--- config.mk ---
export PLATFORM = sky130hd
export DESIGN_NAME = pipe_ctrl
export DESIGN_NICKNAME = d
export VERILOG_FILES = /design/src/rtl/pipe_ctrl.sv
export SDC_FILE = /design/constraint.sdc
export NUM_CORES = 1
export LEC_CHECK = 0
export ABC_CLOCK_PERIOD_IN_PS = 3550
export BUFFER_PORTS_ARGS = -buffer_cell sky130_fd_sc_hd__buf_2
export CORE_UTILIZATION = 50
export DETAILED_ROUTE_END_ITERATION = 7
export HOLD_SLACK_MARGIN = 0.05
export PLACE_DENSITY_LB_ADDON = 0.05
export SLEW_MARGIN = 20
export SYNTH_ARGS = -nofsm -noshare
export SYNTH_HDL_FRONTEND = slang
export SYNTH_SLANG_ARGS = --single-unit
--- constraint.sdc ---
create_clock -name clk_i -period 3.55 [get_ports clk_i]
set_input_delay 0.355 -clock clk_i [delete_from_list [all_inputs] [get_ports clk_i]]
set_output_delay 0.355 -clock clk_i [all_outputs]
set_load 0.01 [all_outputs]
--- src/rtl/pipe_ctrl.sv ---
// Y86-64 pipeline hazard controller with a halt state and run/stall/bubble statistics counters.
// Pipeline-register controls are purely combinational in RUN and are forced to a frozen pattern once halted.
module pipe_ctrl (
    input  logic        clk_i,
    input  logic        rst_i,
    input  logic [3:0]  D_icode_i,
    input  logic [3:0]  d_srcA_i,
    input  logic [3:0]  d_srcB_i,
    input  logic [3:0]  E_icode_i,
    input  logic [3:0]  E_dstM_i,
    input  logic        e_Cnd_i,
    input  logic [3:0]  M_icode_i,
    input  logic [3:0]  m_stat_i,
    input  logic [3:0]  W_stat_i,
    output logic        F_stall_o,
    output logic        D_stall_o,
    output logic        D_bubble_o,
    output logic        E_bubble_o,
    output logic        M_bubble_o,
    output logic        W_stall_o,
    output logic        halted_o,
    output logic [3:0]  stat_o,
    output logic [31:0] cyc_cnt_o,
    output logic [15:0] stall_cnt_o,
    output logic [15:0] bubble_cnt_o
);

    localparam logic [3:0] IMRMOVQ = 4'h5;
    localparam logic [3:0] IJXX    = 4'h7;
    localparam logic [3:0] IRET    = 4'h9;
    localparam logic [3:0] IPOPQ   = 4'hB;
    localparam logic [3:0] RNONE   = 4'hF;
    localparam logic [3:0] SAOK    = 4'h1;
    localparam logic [3:0] SADR    = 4'h2;
    localparam logic [3:0] SINS    = 4'h3;
    localparam logic [3:0] SHLT    = 4'h4;

    typedef enum logic {S_RUN, S_HALTED} state_t;

    state_t      r_state;
    state_t      w_state_nxt;
    logic [3:0]  r_stat;
    logic [31:0] r_cyc_cnt;
    logic [15:0] r_stall_cnt;
    logic [15:0] r_bubble_cnt;

    logic w_load_use;
    logic w_ret_pend;
    logic w_mispred;
    logic w_m_exc;
    logic w_w_exc;

    always_comb begin
        w_load_use = ((E_icode_i == IMRMOVQ) || (E_icode_i == IPOPQ)) &&
                     (E_dstM_i != RNONE) &&
                     ((E_dstM_i == d_srcA_i) || (E_dstM_i == d_srcB_i));
        w_ret_pend = (D_icode_i == IRET) || (E_icode_i == IRET) || (M_icode_i == IRET);
        w_mispred  = (E_icode_i == IJXX) && !e_Cnd_i;
        w_m_exc    = (m_stat_i == SADR) || (m_stat_i == SINS) || (m_stat_i == SHLT);
        w_w_exc    = (W_stat_i == SADR) || (W_stat_i == SINS) || (W_stat_i == SHLT);
    end

    always_comb begin
        w_state_nxt = r_state;
        F_stall_o   = 1'b0;
        D_stall_o   = 1'b0;
        D_bubble_o  = 1'b0;
        E_bubble_o  = 1'b0;
        M_bubble_o  = 1'b0;
        W_stall_o   = 1'b0;
        halted_o    = 1'b0;
        case (r_state)
            S_RUN: begin
                F_stall_o  = w_load_use || w_ret_pend;
                // A mispredict squashes D, so it must not also be stalled.
                D_stall_o  = w_load_use && !w_mispred;
                D_bubble_o = w_mispred || (w_ret_pend && !w_load_use);
                E_bubble_o = w_mispred || w_load_use;
                M_bubble_o = w_m_exc || w_w_exc;
                W_stall_o  = w_w_exc;
                if (w_w_exc) w_state_nxt = S_HALTED;
            end
            S_HALTED: begin
                F_stall_o  = 1'b1;
                D_stall_o  = 1'b1;
                E_bubble_o = 1'b1;
                M_bubble_o = 1'b1;
                W_stall_o  = 1'b1;
                halted_o   = 1'b1;
            end
            default: w_state_nxt = S_RUN;
        endcase
    end

    always_ff @(posedge clk_i or posedge rst_i) begin
        if (rst_i) begin
            r_state      <= S_RUN;
            r_stat       <= SAOK;
            r_cyc_cnt    <= '0;
            r_stall_cnt  <= '0;
            r_bubble_cnt <= '0;
        end else begin
            r_state <= w_state_nxt;
            if (r_state == S_RUN) begin
                if (w_w_exc) r_stat <= W_stat_i;
                r_cyc_cnt <= r_cyc_cnt + 32'd1;
                if (F_stall_o && (r_stall_cnt != '1))
                    r_stall_cnt <= r_stall_cnt + 16'd1;
                if (E_bubble_o && (r_bubble_cnt != '1))
                    r_bubble_cnt <= r_bubble_cnt + 16'd1;
            end
        end
    end

    assign stat_o       = r_stat;
    assign cyc_cnt_o    = r_cyc_cnt;
    assign stall_cnt_o  = r_stall_cnt;
    assign bubble_cnt_o = r_bubble_cnt;

endmodule

Yosys cells after proc, flatten, opt, wreduce, memory -nomap -nowiden

Cells that the tools add are included.

Register bits after elaboration: 69
Output and inout bits: 75
Word-level logic and storage cells: 60

Add/sub/neg operators: 3
Equal/unequal tests: 17
Multiplexer cells: 9
Bitwise operators: 1
Reduce and logical (&&, ||, !) cells: 25

Operators with widths:

| cell                                          | count |
|---|---|
| adder 16 x 1 -> 16 bit, second input constant | 2 |
| adder 32 x 1 -> 32 bit, second input constant | 1 |
| != test 16 bit, second input constant         | 2 |
| == test 4 x 2 -> 1 bit, second input constant | 4 |
| == test 4 x 3 -> 1 bit, second input constant | 4 |
| == test 4 bit, second input constant          | 4 |
| logical OR 1 bit                              | 12 |
| case mux 1 bit (2 select lines)               | 5 |
| == test 4 bit                                 | 2 |
| logical AND 1 bit                             | 7 |
| AND reduction 2 bit                           | 3 |
| 2-to-1 mux 1 bit                              | 4 |
| != test 4 bit, second input constant          | 1 |
| logical NOT 1 bit                             | 3 |
| NOT 1 bit                                     | 1 |

Depth between registers and ports, before layout

Gate-level depths: netlist (run 1).

Word-level depth: 8
Gate-level depth with buffers: 9
Depth with buffers taken out: 7

Worst setup path after synthesis (run 1)

Ideal clock, no wire load.

Path type: register -> register
Start: register r_bubble_cnt[0] (netlist: bubble_cnt_o[0])
End: register r_bubble_cnt[3] (netlist: bubble_cnt_o[3])
Setup time: 0.126 ns
Data arrival time: 1.966 ns
Path slack: 1.458 ns
Stages on the path, launching flop included: 10
Clock period less this slack: 2.092 ns
Path through: dfrtp_1 > ha_1 > and3_1 > and3_1 > buf_2 > a41o_1 > a21oi_4 > buf_6 > nand4_1 > xnor2_1

Longest elaborated chain between the ends: 3

RTL lines:

| item                                                                           | line | source |
|---|---|---|
| from (decl)                                                                    | 45   | `logic [15:0] r_bubble_cnt;` |
| from (signal assigned)                                                         | 110  | `r_bubble_cnt <= r_bubble_cnt + 16'd1;` |
| parallel branches: the longest is 3 deep, another holds adder 16 x 1 -> 16 bit | --   |  |

Several ways; the timed one is not identified.
A chain may end at the register's enable or synchronous reset.

Worst setup path in the final report (run 1)

Start: register r_bubble_cnt[0] (netlist: bubble_cnt_o[0])
End: register r_bubble_cnt[1] (netlist: bubble_cnt_o[1])

Same word-level chain as after synthesis.

==> results of run 1 <==
-- per-stage QoR --
| step | hold WS, ns | std cells |
|---|---|---|
| final | 0.250 | 492 |
| after global placement | 0.337 | 475 |
| after detailed placement | 0.336 | 475 |
| after global routing | 0.241 | 492 |
| after floorplan | 0.448 | 295 |
| after CTS | 0.241 | 492 |
-- cells in the mapped netlist (4+ instances only) --
library cell  count  area, µm²
xor2_1           15        131
nor2_1           13       48.8
nand4_1          17        106
and3_1           19        119
nand2_1          24       90.1
and4_1           10       87.6
mux2_2            5       56.3
nor4bb_1          4       40.0
inv_1             5       18.8
dfrtp_1          68       1700
nand3_1          23        115
xnor2_1          53        464
buf_2             5       25.0
-- power groups by stage --
stage / Clock, mW / Combinational [mW] / Sequential, mW
2_1_floorplan: 0 / 0.0786 / 0.913
3_3_place_gp: 0 / 0.191 / 0.893
3_5_place_dp: 0 / 0.196 / 0.897
4_1_cts: 0.636 / 0.197 / 0.882
5_1_grt: 0.673 / 0.216 / 0.890
6_report: 0.620 / 0.191 / 0.881
-- what timing repair did --
action | CTS | global route
endpoints found under the hold margin | 14 | 0
resized for setup | 0 | 0
hold buffers | 1 | 0
setup endpoints to repair | 0 | 0
-- routing by layer --
metal / wire length (µm) / GRT usage
met2: 3370 / 0.353
met1: 3040 / 0.276
met4: 83 / 0.0878
met5: 0 / 0
met3: 376 / 0.0487
-- cells in the final DEF, fill, tap and decap left out, types with 2 or more instances in the layout --
cell type / n
and4_1: 10
nor4bb_1: 4
clkinvlp_4: 2
and2_1: 2
nand2_1: 24
nor2_1: 13
nor3_2: 2
nor2b_1: 3
nand2b_1: 2
dfrtp_1: 68
buf_2: 109
clkinv_2: 2
inv_1: 4
nand3_1: 23
xor2_1: 15
mux2i_1: 3
ha_1: 3
and3_1: 19
mux2_2: 5
xnor2_1: 53
buf_4: 2
a21oi_1: 2
nor3_1: 2
clkbuf_8: 9
nand4_1: 17
o21bai_1: 2
-- cell families after synthesis --
kind of cell | synth area share
multiplexers | 0.0261
AND/OR/NAND/NOR | 0.210
XOR/XNOR | 0.180
AO/OA/AOI/OAI | 0.0302
adder cells (fa/ha/maj) | 0.0113
buffers and inverters | 0.0211
flip-flops | 0.522
-- area by class of cell --
class,count,area [µm²]
timing repair buffer,112,571
fill,547,2270
sequential,69,1730
clock buffer,10,128
tap,77,96.3
multi-input combinational,213,1520
inverter,5,18.8
clock inverter,6,63.8
-- critical path, cell delays in order, from the launching register on --
cell     delay [ns]
dfrtp_1        0.44
ha_1           0.23
and3_1         0.19
and3_1         0.25
a41o_1         0.29
a21oi_4        0.34
mux2_2         0.38
-- final timing paths --
check	from	end	slack (ns)
worst min register to register	cyc_cnt_o[31]	cyc_cnt_o[31]	0.47
max in group asynchronous	rst_i	stat_o[0]	2.29
worst min-delay path	W_stat_i[1]	stat_o[2]	0.25
min in group asynchronous	rst_i	cyc_cnt_o[31]	0.55
worst max-delay path	bubble_cnt_o[0]	bubble_cnt_o[1]	1.32
worst max register to register	bubble_cnt_o[0]	bubble_cnt_o[1]	1.32
-- flip-flops by register name, summed over array words and instances, names as in the netlist --
signal        count
bubble_cnt_o     16
r_state           1
stat_o            4
cyc_cnt_o        32
stall_cnt_o      16
==> reports/metrics.cfg, run 1 <==
[grt]
grt_max_degree = 30
grtUsageTotal = 0.215
grt_antenna_before_repair = 0
grt_overflow = 0
grt_pass1_wl_um = 11900
grt_pass1_vias = 2579

[yosys]
yosys_most_used_dff = dfrtp_1
synth.net_count = 333
async_reset_ff_frac = 1.00
synth_edf_count = 0
ys_ff_latch = 69
synth_cell_types = 34
syn_avg_cell_area_um2 = 11.2
synthesis.area_um2 = 3310
netlist_instances = 295
yosysSeqAreaShare = 0.522
yosys_warnings = 0

[timing]
rsz0062_at_grt = no
setup_slack_ns = 1.32
clock_skew_ns = 0.0103
fmax_ghz = 0.449
fin_crit_sh = 0.627
worst_pin_slew_ns = 0.584
fin_setup_tns_ns = 0
finalSetupViolCount = 0
slew_headroom = 0.608
post-route-min-period_ns = 2.23
finalHoldViolations = 0
drv_slew = 0

[die]
die_h_um = 83.4
ios = 110
core_um2 = 6390
initial_core_util = 0.519
rows = 29
dieArea_um2 = 6960
chipWidth_um = 83.4

[detailed_routing]
dr.pass1.iters = 5
wl_per_cell_um = 14.0
drc = 0
viasPerCell = 5.25
num_vias = 2581
drt_wl_total_um = 6870
ant_nets = 0
drtIter0Drc = 67

[cts]
post_cts_buffers = 0
cts_buffers = 9
clkLatencyLatePin_ns = 0.33
cts_tree = done
cts_max_level = 3
cts.sink_count = 69
clk_pin_slew_ns = 0.08
root_buffer = clkbuf_8
clock_path_buffers = 2

[placement]
port_buffers = 109
dp_hpwl_um = 5130
post_dp_cell_area_um2 = 3920
pre_cts_ws_ns = 1.33
place_congestion = 0.788

[layout]
design_area_um2 = 4120
layout-drive-gt1-share = 0.335
layout.nets = 448
antenna_cells = 0
postLayoutCoreUtil = 0.645
areaGrowthSynthToFinish_pct = 24.4

[min_path]
min_path_cells = 2
hold_class = primary input to flip-flop

[worst_setup_path]
worst_r2r_path_depth = 6
crit_path_max_fanout = 16
cp.arrival_ns = 2.45
worstSetupStartpointType = flip-flop
cp-end-kind = flip-flop
crit_type = flip-flop to flip-flop
required_ns = 3.78

[power_and_ir_drop]
power_switching_mw = 0.442
internal_power_mw = 1.25
p_total_mw = 1.69
seq_power_share = 0.521
p_leak_nw = 2.13
peakVddDrop_mv = 0.236
switching_share = 0.261
clkPwrFrac = 0.366
power.density_nw_per_um2 = 411
pwr-share-comb = 0.113

[status]
status = finished, final reports clean

[run]
cap_violations = 0

(Power assumes the default switching activity.)
==> run 2: changes to the inputs <==
--- a/config.mk
+++ b/config.mk
@@ -5,7 +5,7 @@
 export SDC_FILE = /design/constraint.sdc
 export NUM_CORES = 1
 export LEC_CHECK = 0
-export ABC_CLOCK_PERIOD_IN_PS = 3550
+export ABC_CLOCK_PERIOD_IN_PS = 2220
 export BUFFER_PORTS_ARGS = -buffer_cell sky130_fd_sc_hd__buf_2
 export CORE_UTILIZATION = 50
 export DETAILED_ROUTE_END_ITERATION = 7
==> constraint.sdc (replaced) <==
create_clock -name clk_i -period 2.22 [get_ports clk_i]
set_input_delay 0.222 -clock clk_i [delete_from_list [all_inputs] [get_ports clk_i]]
set_output_delay 0.222 -clock clk_i [all_outputs]
set_load 0.01 [all_outputs]
==> run 2 against run 1 <==
  * Die area unchanged
  * Cell count increased by 1.0%
  * Critical endpoint is now bubble_cnt_o[11]
  * Largest cell class unchanged
  * Sequential power increased by 60%
  * Largest power group unchanged
  * First-iteration DRC count increased by 36%
  * Highest routed layer unchanged
==> reports/metrics.cfg, run 2 (synthesized netlist as in run 1, its figures left out) <==
[worst_setup_path]
crit_type = flip-flop to flip-flop
cp-end-kind = flip-flop
worstSetupStartpointType = flip-flop
required_ns = 2.45  ; -1.33 ns
worst_r2r_path_depth = 8  ; +2
crit_path_max_fanout = 7  ; -9
regToRegStartpoint = bubble_cnt_o[1]
cp.arrival_ns = 2.29  ; -0.16 ns
r2r_end = bubble_cnt_o[11]
rrSetupSlack_ns = 0.16  ; -1.16 ns

[min_path]
hp-start = W_stat_i[1]
min_path_cells = 2  ; unchanged
hold_class = primary input to flip-flop
hold_end = stat_o[2]

[layout]
stdcell_count = 497  ; +1.0%
largest_register_ffs = 32  ; unchanged
areaGrowthSynthToFinish_pct = 26.8
layout.nets = 453  ; +1.1%
antenna_cells = 0  ; unchanged
layout-drive-gt1-share = 0.345  ; +0.0103
seqCellArea_um2 = 1730  ; unchanged
final_common_cell = buf_2
final_cell_mix = buf_2 (109), dfrtp_1 (68), xnor2_1 (53), nand2_1 (24), nand3_1 (23)
multiInputGateArea_um2 = 1520  ; unchanged
n_fill_cell = 538  ; -1.6%

[detailed_routing]
drt_wl_total_um = 6670  ; -2.9%
viasPerCell = 5.30  ; +1.0%
num_vias = 2634  ; +2.1%
ant_nets = 0  ; unchanged
drtIter0Drc = 91  ; +36%
drc = 0  ; unchanged
wl_per_cell_um = 13.4  ; -3.9%
dr.pass1.iters = 4  ; -1

[run]
cap_violations = 0  ; unchanged

[die]
rows = 29  ; unchanged
core_um2 = 6390  ; unchanged
ios = 110  ; unchanged
die_h_um = 83.4  ; unchanged
chipWidth_um = 83.4  ; unchanged
initial_core_util = 0.519  ; unchanged
dieArea_um2 = 6960  ; unchanged

[timing]
fmax_ghz = 0.485  ; +8.1%
fin_crit_sh = 0.928  ; +0.301
whs_ns = 0.106  ; -0.145 ns
rsz0062_at_grt = no
finalHoldViolations = 0  ; unchanged
drv_slew = 0  ; unchanged
fin_setup_tns_ns = 0  ; unchanged
finalSetupViolCount = 0  ; unchanged
worst_pin_slew_ns = 0.574  ; -0.0103 ns
slew_headroom = 0.615  ; +0.00691
post-route-min-period_ns = 2.06  ; -0.167 ns
clock_skew_ns = 0.0120  ; +0.00170 ns

[power_and_ir_drop]
p_leak_nw = 2.17  ; +2.1%
power.density_nw_per_um2 = 679  ; +65%
peakVddDrop_mv = 0.415  ; +76%

[cts]
root_buffer = clkbuf_8
cts.sink_count = 69  ; unchanged
clock_path_buffers = 2  ; unchanged
cts_resized = 0  ; unchanged
post_cts_buffers = 0  ; unchanged
clkLatencyLatePin_ns = 0.34  ; about the same
cts_buffers = 9  ; unchanged
cts_max_level = 3  ; unchanged
cts_tree = done
clk_pin_slew_ns = 0.08  ; about the same

[grt]
grt_max_degree = 31  ; +3.3%
grtUsageTotal = 0.203  ; -0.0122
met2_usage = 0.333  ; -0.0201
use_met3 = 0.0398  ; -0.00895
grt.met1_usage = 0.260  ; -0.0159
grt_overflow = 0  ; unchanged
grt_pass1_vias = 2522  ; -2.2%
top_usage_layer = met2
grt_pass1_wl_um = 11300  ; -4.8%
grt_antenna_before_repair = 0  ; unchanged

[placement]
port_buffers = 109  ; unchanged
place_congestion = 0.774  ; -1.8%
place_inst = 480  ; +1.1%
dp_hpwl_um = 4950  ; -3.5%

[status]
status = finished, final reports clean

==> run 2: changes by cell type in the layout (fill, tap and decap cells not counted), sizes merged <==
cell | before | now
buf | 111 | 116
bufinv | 1 | 2
clkbuf | 10 | 9
clkinv | 3 | 2
inv | 5 | 6
==> run 2: worst max-delay path by stage <==
stage          cells after the start          endpoint       startpoint  slack [ns]
2_1_floorplan                      9   bubble_cnt_o[3]  bubble_cnt_o[0]        0.13
3_3_place_gp                       8  bubble_cnt_o[13]  bubble_cnt_o[1]        0.21
3_5_place_dp                       8  bubble_cnt_o[11]  bubble_cnt_o[1]        0.15
4_1_cts                            8  bubble_cnt_o[11]  bubble_cnt_o[1]        0.15
5_1_grt                            8  bubble_cnt_o[11]  bubble_cnt_o[1]        0.02
6_report                           8  bubble_cnt_o[11]  bubble_cnt_o[1]        0.16
==> run 2: routing by layer <==
metal	part of all wire	wire, µm	vias up
met5	0	0	-
met4	0.016	106	0
met3	0.057	379	11
met2	0.47	3140	94
met1	0.46	3050	1257
li1	-	-	1272
==> run 2: metrics by stage <==
step / setup slack, ns / cell area, µm² / total power, mW / utilization
after floorplan: 0.128 / 3310 / 1.59 / -
after global placement: 0.214 / 3970 / 1.74 / 0.621
after detailed placement: 0.154 / 3970 / 1.75 / 0.621
after CTS: 0.145 / 4200 / 2.89 / 0.658
after global routing: 0.0154 / 4200 / 2.98 / 0.658
final: 0.159 / 4200 / 2.85 / 0.658
==> run 2: what timing repair did <==
action / CTS / global route
hold buffers: 1 / 0
endpoints found under the hold margin: 24 / 0
setup endpoints to repair: 0 / 0
==> run 2: critical path, stage by stage (launching register included) <==
cell and delay [ns]:
dfrtp_1 0.42, ha_1 0.21, and3_1 0.19, and3_1 0.25, a41o_1 0.28, a21oi_4 0.18
buf_4 0.18, nand4_1 0.11, xnor2_1 0.14
==> run 2: area by class of cell <==
class	instances	share of cell area
flip-flops and latches	69	0.411
well taps	77	0.0229
clock buffers	9	0.0295
repair buffers	117	0.148
clock inverters	7	0.0232
multi-input cells	213	0.361
inverters	5	0.00447
==> run 2: report_power, final <==
group	total, mW	switching [mW]	leakage [nW]	internal, mW
clock	1.13	0.497	0.106	0.636
sequential	1.41	0.0742	0.940	1.33
combinational	0.315	0.156	1.13	0.159
total	2.85	0.727	2.17	2.13
